$ cat src/rtl/fetch_unit_if.sv
// Bus bundle between the RV32I fetch stage, instruction memory and the core controller.
// The master modport is the fetch unit; the slave modport is the memory/core side.
interface fetch_unit_if;
  logic        imem_req;
  logic [31:0] imem_addr;
  logic        imem_gnt;
  logic        imem_rvalid;
  logic [31:0] imem_rdata;
  logic        instr_valid;
  logic [31:0] instr;
  logic [31:0] instr_pc;
  logic [6:0]  opcode;
  logic [2:0]  funct3;
  logic [1:0]  funct7;
  logic        instr_ready;
  logic        redirect_valid;
  logic [31:0] redirect_pc;
  logic        fetch_fault;

  modport master (
    output imem_req, imem_addr,
    input  imem_gnt, imem_rvalid, imem_rdata,
    output instr_valid, instr, instr_pc, opcode, funct3, funct7, fetch_fault,
    input  instr_ready, redirect_valid, redirect_pc
  );

  modport slave (
    input  imem_req, imem_addr,
    output imem_gnt, imem_rvalid, imem_rdata,
    input  instr_valid, instr, instr_pc, opcode, funct3, funct7, fetch_fault,
    output instr_ready, redirect_valid, redirect_pc
  );
endinterface

$ cat src/rtl/fetch_unit.sv
// RV32I fetch stage: PC register plus a one-outstanding req/gnt/rvalid fetch FSM.
// Define FETCH_MISALIGN_CHECK_EN to trap misaligned redirects in a sticky FAULT state.
module fetch_unit #(
  parameter logic [31:0] RESET_PC = 32'h0000_0000
) (
  input  logic         clk,
  input  logic         rst_n,
  fetch_unit_if.master bus
);

  localparam logic [31:0] BOOT_PC = {RESET_PC[31:2], 2'b00};
  localparam logic [31:0] NOP     = 32'h0000_0013;

`ifdef FETCH_MISALIGN_CHECK_EN
  typedef enum logic [2:0] {
    S_IDLE  = 3'd0,
    S_REQ   = 3'd1,
    S_WAIT  = 3'd2,
    S_VALID = 3'd3,
    S_FAULT = 3'd4
  } state_t;
`else
  typedef enum logic [2:0] {
    S_IDLE  = 3'd0,
    S_REQ   = 3'd1,
    S_WAIT  = 3'd2,
    S_VALID = 3'd3
  } state_t;
`endif

  state_t      state_r;
  state_t      state_n;
  logic [31:0] pc_r;
  logic [31:0] pc_n;
  logic [31:0] instr_r;
  logic [31:0] instr_pc_r;
  logic        capture_s;
  logic        req_r;
  logic        valid_r;
  logic        fault_r;

  // Next-state, next-PC and capture-enable decode
  always_comb begin
    state_n   = state_r;
    pc_n      = pc_r;
    capture_s = 1'b0;
    case (state_r)
      S_IDLE: begin
        state_n = S_REQ;
      end
      S_REQ: begin
        if (bus.imem_gnt) begin
          state_n = S_WAIT;
        end else begin
          state_n = S_REQ;
        end
      end
      S_WAIT: begin
        if (bus.imem_rvalid) begin
          state_n   = S_VALID;
          capture_s = 1'b1;
        end else begin
          state_n = S_WAIT;
        end
      end
      S_VALID: begin
        if (bus.instr_ready) begin
          if (bus.redirect_valid) begin
`ifdef FETCH_MISALIGN_CHECK_EN
            // A misaligned target parks the stage; pc keeps the faulting instruction's address.
            if (bus.redirect_pc[1:0] != 2'b00) begin
              state_n = S_FAULT;
              pc_n    = pc_r;
            end else begin
              state_n = S_REQ;
              pc_n    = bus.redirect_pc;
            end
`else
            state_n = S_REQ;
            pc_n    = bus.redirect_pc & 32'hFFFF_FFFC;
`endif
          end else begin
            state_n = S_REQ;
            pc_n    = pc_r + 32'd4;
          end
        end else begin
          state_n = S_VALID;
        end
      end
`ifdef FETCH_MISALIGN_CHECK_EN
      S_FAULT: begin
        state_n = S_FAULT;
      end
`endif
      default: begin
        state_n = S_IDLE;
      end
    endcase
  end

  // State, PC and registered handshake outputs (decoded from the next state)
  always_ff @(posedge clk or negedge rst_n) begin
    if (!rst_n) begin
      state_r <= S_IDLE;
      pc_r    <= BOOT_PC;
      req_r   <= 1'b0;
      valid_r <= 1'b0;
      fault_r <= 1'b0;
    end else begin
      state_r <= state_n;
      pc_r    <= pc_n;
      req_r   <= (state_n == S_REQ);
      valid_r <= (state_n == S_VALID);
`ifdef FETCH_MISALIGN_CHECK_EN
      fault_r <= (state_n == S_FAULT);
`else
      fault_r <= 1'b0;
`endif
    end
  end

  // Instruction word and its address, captured on the read response
  always_ff @(posedge clk or negedge rst_n) begin
    if (!rst_n) begin
      instr_r    <= NOP;
      instr_pc_r <= BOOT_PC;
    end else if (capture_s) begin
      instr_r    <= bus.imem_rdata;
      instr_pc_r <= pc_r;
    end else begin
      instr_r    <= instr_r;
      instr_pc_r <= instr_pc_r;
    end
  end

  assign bus.imem_req    = req_r;
  assign bus.imem_addr   = pc_r;
  assign bus.instr_valid = valid_r;
  assign bus.instr       = instr_r;
  assign bus.instr_pc    = instr_pc_r;
  assign bus.opcode      = instr_r[6:0];
  assign bus.funct3      = instr_r[14:12];
  assign bus.funct7      = {instr_r[30], instr_r[25]};
  assign bus.fetch_fault = fault_r;

endmodule
$ cat src/flat_wrapper.sv
// flat-port wrapper written by rule: the top's interface ports become plain ports
module fetch_unit_flat 
#(
  parameter logic [31:0] RESET_PC = 32'h0000_0000
)
  (clk, rst_n, bus_imem_req, bus_imem_addr, bus_imem_gnt, bus_imem_rvalid, bus_imem_rdata, bus_instr_valid, bus_instr, bus_instr_pc, bus_opcode, bus_funct3, bus_funct7, bus_fetch_fault, bus_instr_ready, bus_redirect_valid, bus_redirect_pc);
  fetch_unit_if bus_i ();
  input  logic clk;
  input  logic rst_n;
  output wire logic [$bits(bus_i.imem_req)-1:0] bus_imem_req;
  output wire logic [$bits(bus_i.imem_addr)-1:0] bus_imem_addr;
  input wire logic [$bits(bus_i.imem_gnt)-1:0] bus_imem_gnt;
  input wire logic [$bits(bus_i.imem_rvalid)-1:0] bus_imem_rvalid;
  input wire logic [$bits(bus_i.imem_rdata)-1:0] bus_imem_rdata;
  output wire logic [$bits(bus_i.instr_valid)-1:0] bus_instr_valid;
  output wire logic [$bits(bus_i.instr)-1:0] bus_instr;
  output wire logic [$bits(bus_i.instr_pc)-1:0] bus_instr_pc;
  output wire logic [$bits(bus_i.opcode)-1:0] bus_opcode;
  output wire logic [$bits(bus_i.funct3)-1:0] bus_funct3;
  output wire logic [$bits(bus_i.funct7)-1:0] bus_funct7;
  output wire logic [$bits(bus_i.fetch_fault)-1:0] bus_fetch_fault;
  input wire logic [$bits(bus_i.instr_ready)-1:0] bus_instr_ready;
  input wire logic [$bits(bus_i.redirect_valid)-1:0] bus_redirect_valid;
  input wire logic [$bits(bus_i.redirect_pc)-1:0] bus_redirect_pc;
  assign bus_imem_req = bus_i.imem_req;
  assign bus_imem_addr = bus_i.imem_addr;
  assign bus_i.imem_gnt = bus_imem_gnt;
  assign bus_i.imem_rvalid = bus_imem_rvalid;
  assign bus_i.imem_rdata = bus_imem_rdata;
  assign bus_instr_valid = bus_i.instr_valid;
  assign bus_instr = bus_i.instr;
  assign bus_instr_pc = bus_i.instr_pc;
  assign bus_opcode = bus_i.opcode;
  assign bus_funct3 = bus_i.funct3;
  assign bus_funct7 = bus_i.funct7;
  assign bus_fetch_fault = bus_i.fetch_fault;
  assign bus_i.instr_ready = bus_instr_ready;
  assign bus_i.redirect_valid = bus_redirect_valid;
  assign bus_i.redirect_pc = bus_redirect_pc;
  fetch_unit #(.RESET_PC(RESET_PC)) u_core (.clk(clk), .rst_n(rst_n), .bus(bus_i));
endmodule
$ cat config.mk
export PLATFORM = sky130hd
export DESIGN_NAME = fetch_unit_flat
export DESIGN_NICKNAME = d
export VERILOG_FILES = /design/src/rtl/fetch_unit_if.sv /design/src/rtl/fetch_unit.sv /design/src/flat_wrapper.sv
export SDC_FILE = /design/constraint.sdc
export NUM_CORES = 1
export LEC_CHECK = 0
export ABC_AREA = 1
export ABC_CLOCK_PERIOD_IN_PS = 1580
export CORE_AREA = 2 2 113 115
export CTS_CLUSTER_DIAMETER = 30
export DETAILED_ROUTE_END_ITERATION = 6
export DIE_AREA = 0 0 115 117
export PLACE_DENSITY = 0.79
export SYNTH_ARGS = -nofsm -noshare
export SYNTH_HDL_FRONTEND = slang
export SYNTH_SLANG_ARGS = --single-unit
$ cat constraint.sdc
create_clock -name clk -period 1.58 [get_ports clk]
set_clock_uncertainty 0.1 [all_clocks]
set_input_delay 0.316 -clock clk [delete_from_list [all_inputs] [get_ports clk]]
set_output_delay 0.316 -clock clk [all_outputs]
set_load 0.02 [all_outputs]
==> results.yml, run 1 <==
routing:
  drt-pass1-iter-count: 5
  drt_iter0_drc: 308
  vias: 4595
  wl_mm: 13.8
  post_drt_wl_per_cell_um: 14.8
  antenna_left: 0
  via_per_inst: 4.91
  drc: 0
sta:
  finalSetupTns_ns: -0.0279
  whs_ns: 0.326
  fin_crit_sh_pct: 102
  hold_viol_final: 0
  slew_violations: 0
  fin_ws_ns: -0.0279
  rsz0062_at_grt: "yes"
  final.min_clock_period_ns: 1.61
  setup_viol: 1
  max_freq_ghz: 0.622
place:
  dp_hpwl_mm: 10.3
  portBuffers: 173
  place_ws_ns: -0.202
  gp_congestion: 0.885
worst_setup_path:
  crit_arrival_ns: 1.75
  ff2ff_path_depth: 10
  crit_fanout: 7
  path_cells: "buf_4 > inv_1 > nor2_4 > nand2_2 > nor2_4 > nand2_1 > nand2_1 > nand3_2 > nand2_1 > nand2_1"
  cpMaxStageDelayCell: "dfrtp_2"
  crit_type: "reg2reg"
  cpPeakStageDelay_ns: 0.39
  startpoint_type: "register"
  crit_top_cell: "nand2_1"
  crit_required_ns: 1.72
  cp-end-kind: "register"
synth:
  synthDistinctLibCells: 26
  ys_warn_count: 0
  ys_seq_area_share_pct: 49.9
  yosys.area.top_type: "dfrtp_1"
  synthTopCellsByArea: "dfrtp_1 48%, nand2_1 13%, mux2_2 9.1%, nor2_1 5.4%, o21ai_0 4.8%"
  syn_inst: 578
  synthFlopType: "dfrtp_1"
  synth-seq-cells: 96
  synth_edf_count: 0
  synth_top_cell_area_share_pct: 48.3
  avgSynthCellArea_um2: 8.34
  synth-async-reset-ratio_pct: 100
  syn_area_um2: 4820
clocking:
  clock_latency_ns: 0.34
  htreeDepth: 3
  cts.path.max_buffers: 2
  cts_tree: "done"
  cts_buffers: 9
  cts_root_buf: "clkbuf_16"
  cts.clk_slew.worst_paths_ns: 0.07
  cts_sinks: 96
status:
  status: "finished, violations left"
  violations: "setup timing"
floorplanning:
  die_w_um: 115
  fp.dieArea_um2: 13500
  start_util_pct: 39.2
  die_h_um: 117
  row_count: 41
  core_um2: 12300
  io_pins: 181
cells_and_area:
  syn2layout_area_growth_pct: 52.9
  layout.nets: 852
  antenna_cells: 0
  mostFrequentLayoutCell: "nand2_1"
  final_cell_mix: "155 x nand2_1, 87 x dlygate4sd2_1, 74 x dfrtp_1, 66 x clkdlybuf4s50_1, 52 x nor2_1"
  final_util_pct: 59.9
  drive_gt1_share_pct: 24.4
pwr:
  switchingPower_w: 0.00634
  p_leak_nw: 3.48
  pwr-share-comb_pct: 51.8
  swShare_pct: 43.3
  power.share.clock_pct: 16.2
  ir_drop_mv: 0.938
  powerDensity_nw_per_um2: 1990
  internal_power_w: 0.00831
  p_seq_share_pct: 32.0
min_path:
  hold_path_class: "in2async"
global_route:
  grt_pass1_wl_mm: 21.1
  grt_max_degree: 36
  antenna_found_initial: 0
  gr-usage-all-layers_pct: 20.1
  first_global_vias: 4322
  grt-ovfl-total: 0
flow_run:
  cap_violations: 0
what timing repair did:
item / in CTS / in global routing
gates resized for setup: 145 / 65
pin swaps: 7 / 16
setup endpoints to repair: 116 / 47
hold buffers: 1 / 0
hold endpoints to repair: 17 / 0
gates cloned: 0 / 0
setup buffers: 0 / 6
cells by family after synthesis:
kind of cell | after synthesis | synth area share, %
xor+xnor | 1 | 0.182
simple gates | 286 | 24.6
flops | 96 | 49.9
fa+ha+maj | 1 | 0.259
compound gates | 70 | 7.58
mux | 39 | 9.11
buf+inv | 84 | 8.30
other cells | 1 | 0.0778
stage by stage:
step / power (W) / std cells / area (µm²)
after floorplan: 0.00886 / 582 / 4840
after global placement: 0.0127 / 913 / 6970
after detailed placement: 0.0129 / 913 / 6970
after CTS: 0.0144 / 930 / 7230
after global routing: 0.0156 / 936 / 7370
final: 0.0147 / 936 / 7370
sequential cells by signal, indices dropped and copies added (netlist names):
signal / cells
u_core.bus.imem_addr: 30
u_core.bus.imem_req: 1
u_core.bus.instr: 32
u_core.bus.instr_pc: 30
u_core.bus.instr_valid: 1
u_core.state_r: 2
power by group through the flow:
stage	Sequential [W]	Combinational, W	Clock, W
after floorplan	0.00603	0.00283	0
after global placement	0.00464	0.00805	0
after detailed placement	0.00470	0.00815	0
after CTS	0.00464	0.00735	0.00242
after global routing	0.00485	0.00822	0.00253
final	0.00469	0.00760	0.00237
cell usage after synthesis (5+ instances only):
library cell and instances:
mux2_2 39, inv_1 44, nor2_4 5, nand3_1 36, nand2_1 163, dfrtp_1 93, nand2_2 6, clkbuf_1 8
a21oi_1 14, o22ai_1 7, buf_4 19, nor2_1 69, buf_2 11, o21ai_0 46
per-layer routing:
metal | up-vias | track usage, % | wire (µm)
met5 | - | 0 | 0
met4 | 0 | 9.80 | 279
li1 | 2246 | - | -
met2 | 176 | 32.6 | 6520
met1 | 2155 | 26.7 | 6100
met3 | 18 | 2.94 | 948
layout make-up:
type                    instances  area (µm²)
clock buffers                  11         243
flip-flops and latches         96        2430
inverters                      46         173
clock inverters                 5        80.1
multi-input cells             402        2190
well taps                     150         188
repair buffers                226        2070
fillers                      1063        4940
path summary, 6_finish.rpt:
path	from	to	slack, ns
min reg2reg	u_core.bus.instr_pc[20]$_DFFE_PN0P_	u_core.bus.instr_pc[20]$_DFFE_PN0P_	0.38
max reg2reg	u_core.bus.imem_addr[2]$_DFFE_PN0P_	u_core.bus.imem_addr[19]$_DFFE_PN0P_	-0.03
min	rst_n	u_core.bus.instr[31]$_DFFE_PN0P_	0.33
max in group asynchronous	rst_n	u_core.bus.instr[4]$_DFFE_PN1P_	0.52
max	u_core.bus.imem_addr[2]$_DFFE_PN0P_	u_core.bus.imem_addr[19]$_DFFE_PN0P_	-0.03
min in group clk	u_core.bus.instr_pc[20]$_DFFE_PN0P_	u_core.bus.instr_pc[20]$_DFFE_PN0P_	0.38
worst max-delay path, delay by kind of cell (launching register included):
family	cells	cell delay (ns)
buf+inv	2	0.22
flops	1	0.39
simple gates	8	0.79
No activity file was read; power rests on OpenSTA's default activity.
==> run 2, diff against run 1 <==
Settings changed: CORE_AREA 2 2 113 115 to 2 2 121 123, DIE_AREA 0 0 115 117 to 0 0 123 125, PLACE_DENSITY 0.79 to 0.7.
==> results.yml, run 2 (synthesized netlist as in run 1, its figures left out) <==
status:
  status: "finished, violations left"
  violations: "setup timing"
place:
  place_area_um2: 7020
  placed_cells: 947
  dp_hpwl_mm: 10.7
  portBuffers: 173
  gp_congestion: 0.841
global_route:
  gr-usage-all-layers_pct: 18.5
  grt-ovfl-total: 0
  antenna_found_initial: 0
  grt_max_degree: 36
  first_global_vias: 4438
  grt_pass1_wl_mm: 22.2
cells_and_area:
  drive_gt1_share_pct: 23.5
  syn2layout_area_growth_pct: 52.5
  layout.cells.non_filler: 972
  largest_reg_flops: 32
  final_cell_area_um2: 7360
  final_cell_mix: "156 x nand2_1, 82 x dlygate4sd2_1, 78 x dfrtp_1, 66 x clkdlybuf4s50_1, 55 x nor2_1"
  antenna_cells: 0
  mostFrequentLayoutCell: "nand2_1"
  layout.nets: 854
clocking:
  htreeDepth: 3
  cts_sinks: 96
  cts_root_buf: "clkbuf_16"
  cts_buffers: 9
  cts_tree: "done"
  cts.clk_slew.worst_paths_ns: 0.07
  clock_latency_ns: 0.35
  cts.path.max_buffers: 2
sta:
  hold_viol_final: 0
  fin_ws_ns: -0.0678
  slew_violations: 0
  fin_crit_sh_pct: 104
  setup_viol: 4
  max_freq_ghz: 0.607
  final.min_clock_period_ns: 1.65
  rsz0062_at_grt: "yes"
  finalSetupTns_ns: -0.0949
  whs_ns: 0.265
floorplanning:
  row_count: 44
  die_w_um: 123
  fp.dieArea_um2: 15400
  start_util_pct: 33.9
  core_um2: 14200
  die_h_um: 125
  io_pins: 181
worst_setup_path:
  critPathTopFamily: "simple AND/OR/NAND/NOR gates"
  startpoint_type: "register"
  cp-end-kind: "register"
  cpPeakStageDelay_ns: 0.39
  crit_fanout: 7
  crit_top_cell: "nand2_1"
  crit_required_ns: 1.72
  crit_type: "reg2reg"
  path_cells: "buf_6 > nand2_4 > nor2_4 > nand2_2 > nor2_4 > nand2_1 > nand2_1 > nand3_2 > nand2_2 > nand2_1"
  crit_arrival_ns: 1.79
  cp.buffers_inverters: 1
  cpMaxStageDelayCell: "dfrtp_2"
pwr:
  ir_drop_mv: 0.944
  power.total_w: 0.0143
  p_leak_nw: 3.48
  powerDensity_nw_per_um2: 1940
routing:
  drt-pass1-iter-count: 4
  vias: 4582
  wl_mm: 14.3
  antenna_left: 0
  drc: 0
  post_drt_wl_per_cell_um: 14.7
  drt_iter0_drc: 323
  via_per_inst: 4.71
min_path:
  hold_path_class: "in2async"
flow_run:
  cap_violations: 0
## run 2: worst register-to-register path: cells and delay by family (launching register included)
kind,cells,cell delay (ns)
AND/OR/NAND/NOR,9,0.91
flip-flops,1,0.39
buffers and inverters,1,0.13
## run 2: repair_timing
action | 4_1_cts | 5_1_grt
hold buffers | 1 | 0
endpoints found under the hold margin | 75 | 0
setup buffers | 1 | 7
endpoints found under the setup margin | 119 | 48
pin swaps | 6 | 9
resized for setup | 153 | 55
## run 2: per-stage QoR
| stage | setup WS [ns] | util [%] |
|---|---|---|
| 2_1_floorplan | 0.00688 | - |
| 3_3_place_gp | -0.148 | 49.5 |
| 3_5_place_dp | -0.195 | 49.5 |
| 4_1_cts | -0.00635 | 51.0 |
| 5_1_grt | -0.174 | 51.8 |
| 6_report | -0.0678 | 51.8 |
## run 2: worst paths after layout
check	startpoint	to	slack (ns)	depth (start not counted)
hold reg to reg	u_core.bus.instr_pc[9]$_DFFE_PN0P_	u_core.bus.instr_pc[9]$_DFFE_PN0P_	0.38	2
max in group asynchronous	rst_n	u_core.bus.imem_addr[23]$_DFFE_PN0P_	0.58	3
setup / recovery	u_core.bus.imem_addr[3]$_DFFE_PN0P_	u_core.bus.imem_addr[23]$_DFFE_PN0P_	-0.07	10
setup reg to reg	u_core.bus.imem_addr[3]$_DFFE_PN0P_	u_core.bus.imem_addr[23]$_DFFE_PN0P_	-0.07	10
min in group clk	u_core.bus.instr_pc[9]$_DFFE_PN0P_	u_core.bus.instr_pc[9]$_DFFE_PN0P_	0.38	2
hold / removal	rst_n	u_core.bus.instr[31]$_DFFE_PN0P_	0.27	2
## run 2: routing by layer
layer	global-route usage [%]	up-vias	wire length, µm
met5	0	-	0
met4	5.08	0	257
met3	4.52	16	1020
met2	29.6	159	6670
met1	24.8	2155	6350
li1	-	2252	-
## run 2: cell type report
cell class / count / area [µm²]
fill: 1382 / 6850
tap: 184 / 230
timing repair buffer: 228 / 2100
multi-input combinational: 402 / 2160
clock buffer: 12 / 246
inverter: 46 / 173
clock inverter: 4 / 20.0
sequential: 96 / 2420
## run 2: power by group
group / total, W / switching, W / internal, W
Clock: 0.00203 / 0.000924 / 0.00110
Combinational: 0.00760 / 0.00442 / 0.00318
Sequential: 0.00467 / 0.000941 / 0.00373
Total: 0.0143 / 0.00629 / 0.00801
